$ cat src/rtl/led_pattern_gen.sv
// LED pattern engine: COUNT / SCAN / BREATHE / STATIC patterns advanced by a programmable tick prescaler.
// Latency: leds registered, pattern change visible 2 clks after the tick event (1 clk after tick pulse).
// Backpressure: none; en=0 freezes prescaler, pattern state, PWM counter, leds, and forces tick low.
module led_pattern_gen #(
  parameter int NUM_LEDS = 8,
  parameter int DIV      = 262144,
  parameter int PWM_W    = 4
) (
  input  logic                clk,
  input  logic                rst_n,
  input  logic                en,
  input  logic [1:0]          mode,
  input  logic [NUM_LEDS-1:0] static_pat,
  output logic [NUM_LEDS-1:0] leds,
  output logic                tick
);

  localparam int PS_W  = (DIV > 1) ? $clog2(DIV) : 1;
  localparam int POS_W = (NUM_LEDS > 1) ? $clog2(NUM_LEDS) : 1;

  localparam logic [PS_W-1:0]     PS_LAST  = PS_W'(DIV - 1);
  localparam logic [POS_W-1:0]    POS_LAST = POS_W'(NUM_LEDS - 1);
  // Position after bouncing off the top end; unused when there is a single LED.
  localparam logic [POS_W-1:0]    POS_TURN = POS_W'((NUM_LEDS > 1) ? NUM_LEDS - 2 : 0);
  localparam logic [POS_W-1:0]    POS_ONE  = POS_W'(1);
  localparam logic [PWM_W-1:0]    DUTY_MAX = '1;
  localparam logic [PWM_W-1:0]    DUTY_TOP = DUTY_MAX - PWM_W'(1);
  localparam logic [PWM_W-1:0]    DUTY_ONE = PWM_W'(1);
  localparam logic [NUM_LEDS-1:0] LED_ONE  = NUM_LEDS'(1);

  typedef enum logic [1:0] {
    M_COUNT   = 2'd0,
    M_SCAN    = 2'd1,
    M_BREATHE = 2'd2,
    M_STATIC  = 2'd3
  } mode_e;

  typedef enum logic {
    D_UP   = 1'b0,
    D_DOWN = 1'b1
  } dir_e;

  // Current state
  logic [PS_W-1:0]     presc;
  mode_e               mode_q;
  logic [NUM_LEDS-1:0] cnt;
  logic [POS_W-1:0]    pos;
  dir_e                dir;
  logic [PWM_W-1:0]    duty;
  dir_e                ramp;
  logic [PWM_W-1:0]    pwm_cnt;

  // Next state
  logic [PS_W-1:0]     presc_nxt;
  mode_e               mode_nxt;
  logic [NUM_LEDS-1:0] cnt_nxt;
  logic [POS_W-1:0]    pos_nxt;
  dir_e                dir_nxt;
  logic [PWM_W-1:0]    duty_nxt;
  dir_e                ramp_nxt;
  logic [PWM_W-1:0]    pwm_nxt;
  logic [NUM_LEDS-1:0] leds_nxt;
  logic                tick_nxt;
  logic                tick_evt;

  // State register: everything clears on reset, then loads the next-state values.
  always_ff @(posedge clk or negedge rst_n) begin
    if (!rst_n) begin
      presc   <= '0;
      mode_q  <= M_COUNT;
      cnt     <= '0;
      pos     <= '0;
      dir     <= D_UP;
      duty    <= '0;
      ramp    <= D_UP;
      pwm_cnt <= '0;
      leds    <= '0;
      tick    <= 1'b0;
    end else begin
      presc   <= presc_nxt;
      mode_q  <= mode_nxt;
      cnt     <= cnt_nxt;
      pos     <= pos_nxt;
      dir     <= dir_nxt;
      duty    <= duty_nxt;
      ramp    <= ramp_nxt;
      pwm_cnt <= pwm_nxt;
      leds    <= leds_nxt;
      tick    <= tick_nxt;
    end
  end

  // Next-state logic: prescaler, mode latch, pattern advance and LED drive.
  always_comb begin
    presc_nxt = presc;
    mode_nxt  = mode_q;
    cnt_nxt   = cnt;
    pos_nxt   = pos;
    dir_nxt   = dir;
    duty_nxt  = duty;
    ramp_nxt  = ramp;
    pwm_nxt   = pwm_cnt;
    leds_nxt  = leds;
    tick_evt  = en && (presc == PS_LAST);
    tick_nxt  = tick_evt;

    if (en) begin
      presc_nxt = tick_evt ? '0 : presc + 1'b1;
      pwm_nxt   = pwm_cnt + 1'b1;

      // LEDs reflect the pattern state as it stands before this edge.
      case (mode_q)
        M_COUNT:   leds_nxt = cnt;
        M_SCAN:    leds_nxt = LED_ONE << pos;
        M_BREATHE: leds_nxt = {NUM_LEDS{pwm_cnt < duty}};
        default:   leds_nxt = static_pat;
      endcase

      if (tick_evt) begin
        if (mode_e'(mode) != mode_q) begin
          // A new mode starts its pattern from scratch instead of advancing.
          mode_nxt = mode_e'(mode);
          cnt_nxt  = '0;
          pos_nxt  = '0;
          dir_nxt  = D_UP;
          duty_nxt = '0;
          ramp_nxt = D_UP;
        end else begin
          case (mode_q)
            M_COUNT: cnt_nxt = cnt + 1'b1;
            M_SCAN: begin
              if (NUM_LEDS == 1) begin
                pos_nxt = '0;
              end else if (dir == D_UP) begin
                if (pos == POS_LAST) begin
                  dir_nxt = D_DOWN;
                  pos_nxt = POS_TURN;
                end else begin
                  pos_nxt = pos + 1'b1;
                end
              end else begin
                if (pos == '0) begin
                  dir_nxt = D_UP;
                  pos_nxt = POS_ONE;
                end else begin
                  pos_nxt = pos - 1'b1;
                end
              end
            end
            M_BREATHE: begin
              if (ramp == D_UP) begin
                if (duty == DUTY_MAX) begin
                  ramp_nxt = D_DOWN;
                  duty_nxt = DUTY_TOP;
                end else begin
                  duty_nxt = duty + 1'b1;
                end
              end else begin
                if (duty == '0) begin
                  ramp_nxt = D_UP;
                  duty_nxt = DUTY_ONE;
                end else begin
                  duty_nxt = duty - 1'b1;
                end
              end
            end
            default: ;
          endcase
        end
      end
    end
  end

endmodule

$ cat config.mk
export PLATFORM = sky130hd
export DESIGN_NAME = led_pattern_gen
export DESIGN_NICKNAME = d
export VERILOG_FILES = /design/src/rtl/led_pattern_gen.sv
export SDC_FILE = /design/constraint.sdc
export NUM_CORES = 1
export LEC_CHECK = 0
export CAP_MARGIN = 20
export CORE_MARGIN = 2
export CORE_UTILIZATION = 25
export CTS_BUF_LIST = sky130_fd_sc_hd__clkbuf_8
export DETAILED_ROUTE_END_ITERATION = 6
export PLACE_DENSITY_LB_ADDON = 0.2
export SKIP_CTS_REPAIR_TIMING = 1
export SLEW_MARGIN = 30
export SYNTH_ARGS = -nofsm -noshare
export SYNTH_HDL_FRONTEND = slang
export SYNTH_SLANG_ARGS = --single-unit
$ cat constraint.sdc
create_clock -name clk -period 5.2 [get_ports clk]
set_clock_uncertainty 0.05 [all_clocks]
set_input_delay 1.04 -clock clk [delete_from_list [all_inputs] [get_ports clk]]
set_output_delay 1.04 -clock clk [all_outputs]
set_load 0.02 [all_outputs]
* Yosys cells after proc, flatten, opt, wreduce, memory -nomap -nowiden
Index checks and enable logic that the tools add are counted.
** Cells by class
- Magnitude comparators :: 1
- Muxes and demuxes :: 24
- Eq/ne operators :: 6
- Shift-type cells :: 1
- $add $sub $neg :: 7
- Reduce and logical (&&, ||, !) cells :: 11
** Operators with widths (count)
- case mux 8 bit (3 select lines) :: 1
- 2-to-1 mux 4 bit :: 5
- adder 18 x 1 -> 18 bit, second input constant :: 1
- equality test 18 bit, second input constant :: 1
- 2-to-1 mux 18 bit :: 1
- 2-to-1 mux 8 bit :: 2
- 2-to-1 mux 3 bit :: 5
- AND reduction 3 bit :: 4
- 2-to-1 mux 1 bit :: 10
- adder 4 x 1 -> 4 bit, second input constant :: 2
- adder 8 x 1 -> 8 bit, second input constant :: 1
- << shifter 1 x 3 -> 8 bit, first input constant :: 1
- nonzero test 2 bit :: 3
- equality test 4 bit, second input constant :: 1
- logical NOT 4 bit :: 1
- less-than comparator 4 bit :: 1
- subtractor 4 x 1 -> 4 bit, second input constant :: 1
- adder 3 x 1 -> 3 bit, second input constant :: 1
- equality test 3 bit, second input constant :: 1
- logical NOT 3 bit :: 1
- subtractor 3 x 1 -> 3 bit, second input constant :: 1
- equality test 2 x 1 -> 1 bit, second input constant :: 1
- equality test 2 bit, second input constant :: 1
- logical NOT 2 bit :: 1
- other kinds (2) :: 2
** Storage, ports and cells
- Flip-flop bits (word level) :: 50
- Bits of input ports :: 13
- Word-level logic and storage cells :: 60

* Depth between registers and ports, before layout
Gate-level depths: netlist of the first run.
- Depth in word-level cells :: 5
- Depth in mapped cells :: 8

* Worst setup path before layout of the first run
OpenSTA, ideal clock, no wires.
- Path type :: in2reg
- Start :: in en
- End :: reg duty[2]
- Arrival time :: 2092 ps
- Required time :: 5018 ps
- Buffers on the path :: 2
- Stages on the path :: 7
- Path slack :: 2926 ps
- Library setup time :: 132 ps
- Cells stage by stage :: buf_4 -> nand3_1 -> nor4_2 -> nand2_1 -> buf_2 -> o21ai_0 -> o31ai_1
** On the way
- Longest elaborated chain between the ends :: 2
** Ends and longest elaborated chain
- start: declaration :: line 11 : input logic en,
- logical AND 1 bit :: line 104 : tick_evt = en && (presc == PS_LAST);
- AND reduction 3 bit (no source line) (*)
- end signal: assignment :: line 85 : duty <= duty_nxt;
- end: declaration :: line 49 : logic [PWM_W-1:0] duty;
Mark *: on every way between the ends. The rest lies on a longest branch, timed or not.
A chain may end at the register's enable or synchronous reset.

* Worst setup path in the final report of the first run
- Start :: in en
- End :: reg cnt[4]
** On the way
- Longest elaborated chain between the ends :: 2
** Ends and longest elaborated chain
- logical AND 1 bit :: line 104
- AND reduction 3 bit (no source line) (*)
- end signal: assignment :: line 82 : cnt <= cnt_nxt;
- end: declaration :: line 46 : logic [NUM_LEDS-1:0] cnt;
Marked as above.

==> metrics.csv, run 1 <==
metric,value,unit
Crit path max-delay family,buffers and inverters,
gr ovfl total,0,
Nets,349,
final-layout fill cell count,1189,
Place WS,1.74,ns
Via Count,2310,
core area,0.0113,sq mm
die area,0.0123,sq mm
first drt pass iteration count,4,
post-synth cell types,45,
cell mode on critical path,nand2_1,
Post-synth EDFFs,0,
Hold Path Class,reg -> reg,
Detailed Route Iter0 Violations,123,
Clock transition at path regs,0.10,ns
CP Cell Sequence,clkdlybuf4s50_1 -> buf_4 -> nand3_1 -> nor4_2 -> nand2_1 -> clkinv_2 -> nand2_1 -> o31ai_1,
clock latency on the worst-skew pair,0.32,ns
WS Path Type,in -> reg,
unrepaired setup endpoints after global routing,no,
# setup viols final,0,
yosys warns,0,
Buffers on Ports,21,
FF-to-FF setup slack,2.98,ns
CTS sink count,50,
"Arr. time, crit path",3.26,ns
layout cells sized above 1,0.0588,
setup TNS,0,ns
design area,0.00326,sq mm
Period minus WS final,3.08,ns
post-route ant nets,0,
Pwr per Cell Area,268,mW/mm^2
DRC,0,
Starting Density,0.253,
final wirelength,6.82,mm
Placed Cells incl. Taps,458,
Wirelength per Cell,14.6,microns
final std cells w/o fill,466,
overall power,874,uW
Synth Net Count,337,
"Req. time, crit path",5.38,ns
largest net degree at the start of global routing,51,
Vias/cell,4.96,
startpoint types,input port,
number of diodes,0,
slowest cell on the critical path,clkdlybuf4s50_1,
"Seq/Total Area, Yosys",0.438,
max cap viols,0,
Worst-Margin Slew,0.697,ns
Final Worst Setup Slack,2.12,ns
cells after synthesis,310,
placed cell areas,0.00317,sq mm
area growth from synthesis to layout,14.3,%
total CTS buffers,5,
post-DP HPWL,4.67,mm
post-synth top area cell,dfrtp_1,
TritonCTS clock tree,yes,
buffers plus inverters on the worst setup path,3,
worst hold slack,0.425,ns
#FFs+latches synth,50,
CTS H-tree depth,2,
Setup crit end kind,flip-flop,
Final Wtd Congestion,0.714,
Clk Tree Root Cell,clkbuf_8,
fmax,324,MHz
top cell type's share of synthesized area,0.438,
CP Max Fanout,28,
worst-case vdd ir drop,0.137,mV
vias in the first global route,2418,
Die Wd,111,microns
Lkg Pwr,1.38,nW
ys async rst share,1.00,
synthesized cell area,0.00285,sq mm
Slew HR,0.535,
"top cells by area, synth","dfrtp_1 (44%), ha_1 (6.1%), nand2_1 (4.5%)",
fin crit share,0.593,
initial antenna violation count,0,
"Avg Cell Area, Syn",9.21,sq um
first-pass GRT wire length,12.2,mm
chip height,111,microns
GRT Util Overall,0.120,
Final Util,0.289,
"Primary FF master, synth",dfrtp_1,
status,finished clean,
"Hold Vio Cnt, Final",0,
pins over their slew limit,0,
Core Rows,39,
Worst path max stage delay,0.45,ns
CTS Buffer Depth,2,
Top-Level Pins,22,
==> cell usage after synthesis (3+ instances only) <==
cell,number
o21a_1,4
nor2_1,17
a21o_1,5
o211ai_1,4
buf_4,3
nand3_1,17
o21ai_0,23
nand2_1,34
and3_1,8
clkbuf_1,7
o31ai_1,7
o22ai_1,9
buf_1,3
a31oi_1,11
buf_2,5
a21oi_1,14
dfrtp_1,50
and4_1,3
nor2b_1,3
xnor2_1,8
mux2_2,4
inv_1,11
nand4_1,10
ha_1,14
xor2_1,11
nor3_1,4
mux2i_1,3
==> registers in the layout (all words and copies together) (netlist names) <==
register  flops
ramp          1
mode_q        2
presc        18
cnt           8
leds          8
dir           1
tick          1
pwm_cnt       4
duty          4
pos           3
==> kinds of logic after synthesis <==
family	Yosys count	share of synthesized area
compound gates	86	0.189
xor+xnor	19	0.0583
fa+ha+maj	14	0.0614
buf+inv	30	0.0460
flops	50	0.438
mux	7	0.0263
simple gates	104	0.180
==> placed cells by master (no fill, tap or decap), types with 4 or more instances in the layout <==
cell type        instances
o21ai_0                 23
o22ai_1                  9
clkbuf_8                 5
a21o_1                   5
o31ai_1                  7
o211ai_1                 4
and3_1                   8
nand4_1                 10
nor3_1                   4
nor2_1                  17
clkdlybuf4s50_1         20
mux2_2                   4
xnor2_1                  8
dfrtp_1                 50
ha_1                    14
o21a_1                   4
xor2_1                  11
nand3_1                 17
a31oi_1                 11
nand2_1                 34
inv_1                   11
a21oi_1                 14
==> final timing paths <==
path,start,to,depth (start not counted)
max,en,cnt[4]$_DFFE_PN0P_,8
min,presc[16]$_DFFE_PN0P_,presc[16]$_DFFE_PN0P_,1
max reg2reg,presc[0]$_DFFE_PN0P_,cnt[4]$_DFFE_PN0P_,7
min reg2reg,presc[16]$_DFFE_PN0P_,presc[16]$_DFFE_PN0P_,1
max in group asynchronous,rst_n,cnt[6]$_DFFE_PN0P_,2
min in group asynchronous,rst_n,cnt[3]$_DFFE_PN0P_,2
==> per-layer routing <==
metal  wire [microns]  part of all wire  GRT usage  vias to the layer above
met1             3310              0.48      0.168                     1129
li1                 -                 -          -                     1141
met2             3220              0.47      0.189                       30
met5                0                 0          0                        -
met4               76             0.011     0.0292                        0
met3              213             0.031     0.0246                       10
==> layout make-up <==
class,instances,area (sq um),area share
Inverter,12,46.3,0.0142
Timing Repair Buffer,23,220,0.0675
Multi-Input combinational cell,230,1470,0.451
Clock inverter,3,26.3,0.00805
Clock buffer,5,68.8,0.0211
Tap cell,143,179,0.0548
Sequential cell,50,1250,0.383
==> where the power goes <==
group / total (mW) / leakage [nW] / switching (mW) / internal [mW]
Clock: 0.253 / 0.0491 / 0.154 / 0.0995
Combinational: 0.146 / 0.687 / 0.0717 / 0.0742
Sequential: 0.474 / 0.644 / 0.0427 / 0.432
(Power assumes the default switching activity.)
==> inputs of run 2 (changes only) <==
==> constraint.sdc (replaced) <==
create_clock -name clk -period 2.8 [get_ports clk]
set_clock_uncertainty 0.05 [all_clocks]
set_input_delay 0.56 -clock clk [delete_from_list [all_inputs] [get_ports clk]]
set_output_delay 0.56 -clock clk [all_outputs]
set_load 0.02 [all_outputs]
==> metrics.csv, run 2 (synthesis results as in run 1) <==
metric,value,unit,change
final wirelength,6.85,mm,+0.48%
Largest Register,presc,,
fin crit share,0.791,,
WS Path Type,in -> reg,,
Worst-Margin Slew,0.589,ns,-0.108 ns
status,finished clean,,
initial antenna violation count,0,,unchanged
post-route ant nets,0,,unchanged
fmax,451,MHz,
Via Count,2316,,+0.26%
pins over their slew limit,0,,unchanged
unrepaired setup endpoints after global routing,no,,
first drt pass iteration count,4,,unchanged
Detailed Route Iter0 Violations,137,,+11%
area occupied by multi-input gates,0.00147,sq mm,unchanged
largest net degree at the start of global routing,28,,-45%
most frequent cells in the layout,"dfrtp_1 (50), nand2_1 (34), o21ai_0 (23), clkdlybuf4s50_1 (20)",,
Vias/cell,4.93,,-0.59%
met3 Use GR,0.0268,,+0.00219
area growth from synthesis to layout,15.4,%,
CTS sink count,50,,unchanged
CTS H-tree depth,2,,unchanged
first-pass GRT wire length,12.0,mm,-1.3%
Clock transition at path regs,0.10,ns,about the same
GRT Util Overall,0.119,,-0.00107
"Req. time, crit path",2.94,ns,-2.44 ns
"most common cell after layout, fill and taps aside",dfrtp_1,,
max cap viols,0,,unchanged
Nets,353,,+1.1%
Largest regs,"presc x18, cnt x8, leds x8",,
worst-case vdd ir drop,0.251,mV,+83%
Period minus WS final,2.22,ns,
total CTS buffers,5,,unchanged
Slew HR,0.607,,+0.0720
vias in the first global route,2389,,-1.2%
number of diodes,0,,unchanged
Placed Cells incl. Taps,462,,+0.87%
worst hold slack,0.121,ns,-0.304 ns
final std cells w/o fill,470,,+0.86%
Die Wd,111,microns,unchanged
core area,0.0113,sq mm,unchanged
Setup crit end kind,flip-flop,,
setup TNS,0,ns,unchanged
"Hold Vio Cnt, Final",0,,unchanged
post-DP HPWL,4.98,mm,+6.6%
Buffers on Ports,21,,unchanged
chip height,111,microns,unchanged
DRC,0,,unchanged
die area,0.0123,sq mm,unchanged
gr ovfl total,0,,unchanged
Final Worst Setup Slack,0.585,ns,-1.53 ns
layout cells sized above 1,0.0703,,+0.0115
Starting Density,0.253,,unchanged
Core Rows,39,,unchanged
CP Max Fanout,27,,-3.6%
grt met2 use,0.185,,-0.00450
clock latency on the worst-skew pair,0.31,ns,about the same
CTS Buffer Depth,2,,unchanged
met1 Use GR,0.165,,-0.00355
# setup viols final,0,,unchanged
startpoint types,input port,,
Reg area,0.00125,sq mm,unchanged
Top-Level Pins,22,,unchanged
Final Util,0.292,,+0.00266
Final Wtd Congestion,0.765,,+7.0%
TritonCTS clock tree,yes,,
Pwr per Cell Area,487,mW/mm^2,+82%
Hold Path Class,in -> async,,
Lkg Pwr,1.40,nW,+1.3%
Clk Tree Root Cell,clkbuf_8,,
max FFs per register,18,,unchanged
most used routing layer,met2,,
"Arr. time, crit path",2.36,ns,-0.90 ns
final-layout fill cell count,1195,,+0.50%
Place WS,0.220,ns,-1.52 ns
Wirelength per Cell,14.6,microns,-0.37%
==> run 2: cell count changes in the layout (fill, tap and decap cells not counted) <==
cell and change:
clkbuf_8 +1, clkinv_2 +1, buf_4 +4, clkinvlp_4 +1
clkinv_4 -1, inv_6 -2
==> run 2: critical path, stage by stage <==
cell and delay (ns):
clkdlybuf4s50_1 0.50, buf_4 0.29, and3_1 0.25, and3_1 0.28
nand3_1 0.18, o211ai_1 0.20, o31ai_1 0.09
==> run 2: final cells by class <==
type,instances,area share
multi-input cells,230,0.447
flip-flops and latches,50,0.380
repair buffers,27,0.0760
well taps,143,0.0543
clock buffers,6,0.0251
inverters,12,0.0141
clock inverters,2,0.00380
==> run 2: path summary, 6_finish.rpt <==
path	from	end	slack, ns	cells after the start
hold reg to reg	presc[16]$_DFFE_PN0P_	presc[16]$_DFFE_PN0P_	0.43	1
max in group asynchronous	rst_n	cnt[0]$_DFFE_PN0P_	1.96	2
min in group clk	presc[16]$_DFFE_PN0P_	presc[16]$_DFFE_PN0P_	0.43	1
hold / removal	rst_n	leds[7]$_DFFE_PN0P_	0.12	1
setup / recovery	en	presc[15]$_DFFE_PN0P_	0.58	7
setup reg to reg	presc[0]$_DFFE_PN0P_	cnt[4]$_DFFE_PN0P_	0.83	7
==> run 2: metrics by stage <==
step	cell area, sq um	total power [mW]
floorplan	2850	1.06
global placement	3200	1.16
detailed placement	3200	1.17
CTS	3290	1.63
global route	3290	1.72
finish	3290	1.60
==> run 2: power breakdown <==
part,switching (mW),internal [mW],total (mW)
registers,0.0812,0.802,0.883
logic,0.128,0.137,0.265
clock network,0.257,0.199,0.456
==> run 2: routing by layer <==
metal	vias up	part of all wire
met1	1122	0.50
li1	1153	-
met2	32	0.45
met4	0	0.014
met5	-	0
met3	9	0.031
==> inputs of run 3 (changes only) <==
==> constraint.sdc (replaced) <==
create_clock -name clk -period 2.3 [get_ports clk]
set_clock_uncertainty 0.05 [all_clocks]
set_input_delay 0.46 -clock clk [delete_from_list [all_inputs] [get_ports clk]]
set_output_delay 0.46 -clock clk [all_outputs]
set_load 0.02 [all_outputs]
==> metrics.csv, run 3 (synthesis results as in run 1) <==
metric,value,unit,change
max cap viols,0,,unchanged
cell mode on critical path,nand3_1,,
Placed Cells incl. Taps,469,,+1.5%
Via Count,2301,,-0.65%
fmax,518,MHz,
Detailed Route Iter0 Violations,73,,-47%
Starting Density,0.253,,unchanged
Hold Path Class,in -> async,,
"Req. time, crit path",2.47,ns,-0.47 ns
initial antenna violation count,0,,unchanged
Lkg Pwr,1.44,nW,+2.9%
Largest regs,"presc x18, cnt x8, leds x8",,
CTS H-tree depth,2,,unchanged
Final Wtd Congestion,0.726,,-5.0%
Largest Register,presc,,
post-DP HPWL,4.90,mm,-1.7%
status,finished clean,,
# setup viols final,0,,unchanged
pins over their slew limit,0,,unchanged
area occupied by multi-input gates,0.00147,sq mm,unchanged
Clk pwr share,0.287,,+0.003
Die Wd,111,microns,unchanged
Pwr per Cell Area,584,mW/mm^2,+20%
first drt pass iteration count,4,,unchanged
final-layout fill cell count,1194,,-0.084%
slowest cell on the critical path,clkdlybuf4s50_1,,
Slew HR,0.493,,-0.114
TritonCTS clock tree,yes,,
first-pass GRT wire length,12.0,mm,-0.57%
clock latency on the worst-skew pair,0.31,ns,about the same
setup TNS,0,ns,unchanged
"most common cell after layout, fill and taps aside",dfrtp_1,,
CTS Buffer Depth,2,,unchanged
CP Cell Sequence,clkdlybuf4s50_1 -> nand3_1 -> nor4_2 -> buf_4 -> nand3_1 -> o31ai_1,,
final std cells w/o fill,477,,+1.5%
CTS sink count,50,,unchanged
"Arr. time, crit path",2.10,ns,-0.26 ns
gr ovfl total,0,,unchanged
post-route ant nets,0,,unchanged
Top-Level Pins,22,,unchanged
core area,0.0113,sq mm,unchanged
Vias/cell,4.82,,-2.1%
Period minus WS final,1.93,ns,
GRT Util Overall,0.116,,-0.00223
die area,0.0123,sq mm,unchanged
startpoint types,input port,,
most frequent cells in the layout,"dfrtp_1 (50), nand2_1 (34), o21ai_0 (23), clkdlybuf4s50_1 (20)",,
final wirelength,6.83,mm,-0.31%
Clock transition at path regs,0.10,ns,about the same
number of diodes,0,,unchanged
Setup crit end kind,flip-flop,,
worst-case vdd ir drop,0.217,mV,-14%
max FFs per register,18,,unchanged
area growth from synthesis to layout,17.8,%,
total CTS buffers,5,,unchanged
CP Max Fanout,8,,-70%
register share of total power,0.547,,-0.004
Reg area,0.00125,sq mm,unchanged
WS Path Type,in -> reg,,
FF-to-FF setup slack,0.42,ns,-0.41 ns
"Hold Vio Cnt, Final",0,,unchanged
layout cells sized above 1,0.0898,,+0.0195
switch share,0.289,,-0.00130
chip height,111,microns,unchanged
Clk Tree Root Cell,clkbuf_8,,
Nets,360,,+2.0%
fin crit share,0.840,,
unrepaired setup endpoints after global routing,no,,
Worst path max stage delay,0.51,ns,about the same
NetSw,568,uW,+22%
DRC,0,,unchanged
Worst-Margin Slew,0.760,ns,+0.171 ns
Core Rows,39,,unchanged
Wirelength per Cell,14.3,microns,-1.8%
Buffers on Ports,21,,unchanged
vias in the first global route,2379,,-0.42%
Int Pwr,1.40,mW,+23%
largest net degree at the start of global routing,31,,+11%
Comb power frac,0.166,,about the same
## run 3: cell count changes in the layout (fill, tap and decap cells not counted), sizes merged
cell,change
buf,+7
clkinv,-1
inv,+1
## run 3: path summary, 6_finish.rpt
| path | endpoint | startpoint | cells past startpoint |
|---|---|---|---|
| max | duty[2]$_DFFE_PN0P_ | en | 6 |
| min | pwm_cnt[0]$_DFFE_PN0P_ | rst_n | 1 |
| max reg2reg | duty[2]$_DFFE_PN0P_ | presc[0]$_DFFE_PN0P_ | 6 |
| min reg2reg | presc[16]$_DFFE_PN0P_ | presc[16]$_DFFE_PN0P_ | 1 |
| max in group asynchronous | leds[6]$_DFFE_PN0P_ | rst_n | 2 |
| min in group clk | presc[16]$_DFFE_PN0P_ | presc[16]$_DFFE_PN0P_ | 1 |
## run 3: metrics by stage
| stage | setup slack (ns) | power, mW | utilization | hold WS [ns] | instance area, sq um |
|---|---|---|---|---|---|
| floorplan | 0.606 | 1.29 | - | 0.114 | 2850 |
| global placement | 0.0528 | 1.41 | 0.289 | 0.409 | 3260 |
| detailed placement | 0.0249 | 1.42 | 0.289 | 0.411 | 3260 |
| CTS | 0.354 | 2.01 | 0.298 | 0.199 | 3360 |
| global route | 0.232 | 2.11 | 0.298 | 0.219 | 3360 |
| finish | 0.368 | 1.96 | 0.298 | 0.172 | 3360 |
## run 3: critical path: cells and delay by family
family / cells / cell delay, ns
buf+inv: 2 / 0.68
compound gates: 1 / 0.29
simple gates: 3 / 0.67
## run 3: routing by layer
| layer | track usage | routed length, microns | part of all wire | vias to the layer above |
|---|---|---|---|---|
| li1 | - | - | - | 1157 |
| met1 | 0.171 | 3590 | 0.53 | 1119 |
| met2 | 0.180 | 3070 | 0.45 | 21 |
| met3 | 0.0202 | 140 | 0.021 | 4 |
| met4 | 0.0250 | 30 | 0.0044 | 0 |
| met5 | 0 | 0 | 0 | - |
## run 3: final cells by class
class / count / area share
repair buffers: 34 / 0.0938
clock inverters: 2 / 0.00484
flip-flops and latches: 50 / 0.372
inverters: 12 / 0.0138
multi-input cells: 230 / 0.438
well taps: 143 / 0.0532
clock buffers: 6 / 0.0246
## run 3: power groups by stage
stage / Sequential, mW / Combinational, mW / Clock (mW)
finish: 1.07 / 0.326 / 0.563
global route: 1.09 / 0.391 / 0.632
CTS: 1.08 / 0.333 / 0.598
detailed placement: 1.09 / 0.333 / 0
global placement: 1.09 / 0.323 / 0
floorplan: 1.08 / 0.216 / 0
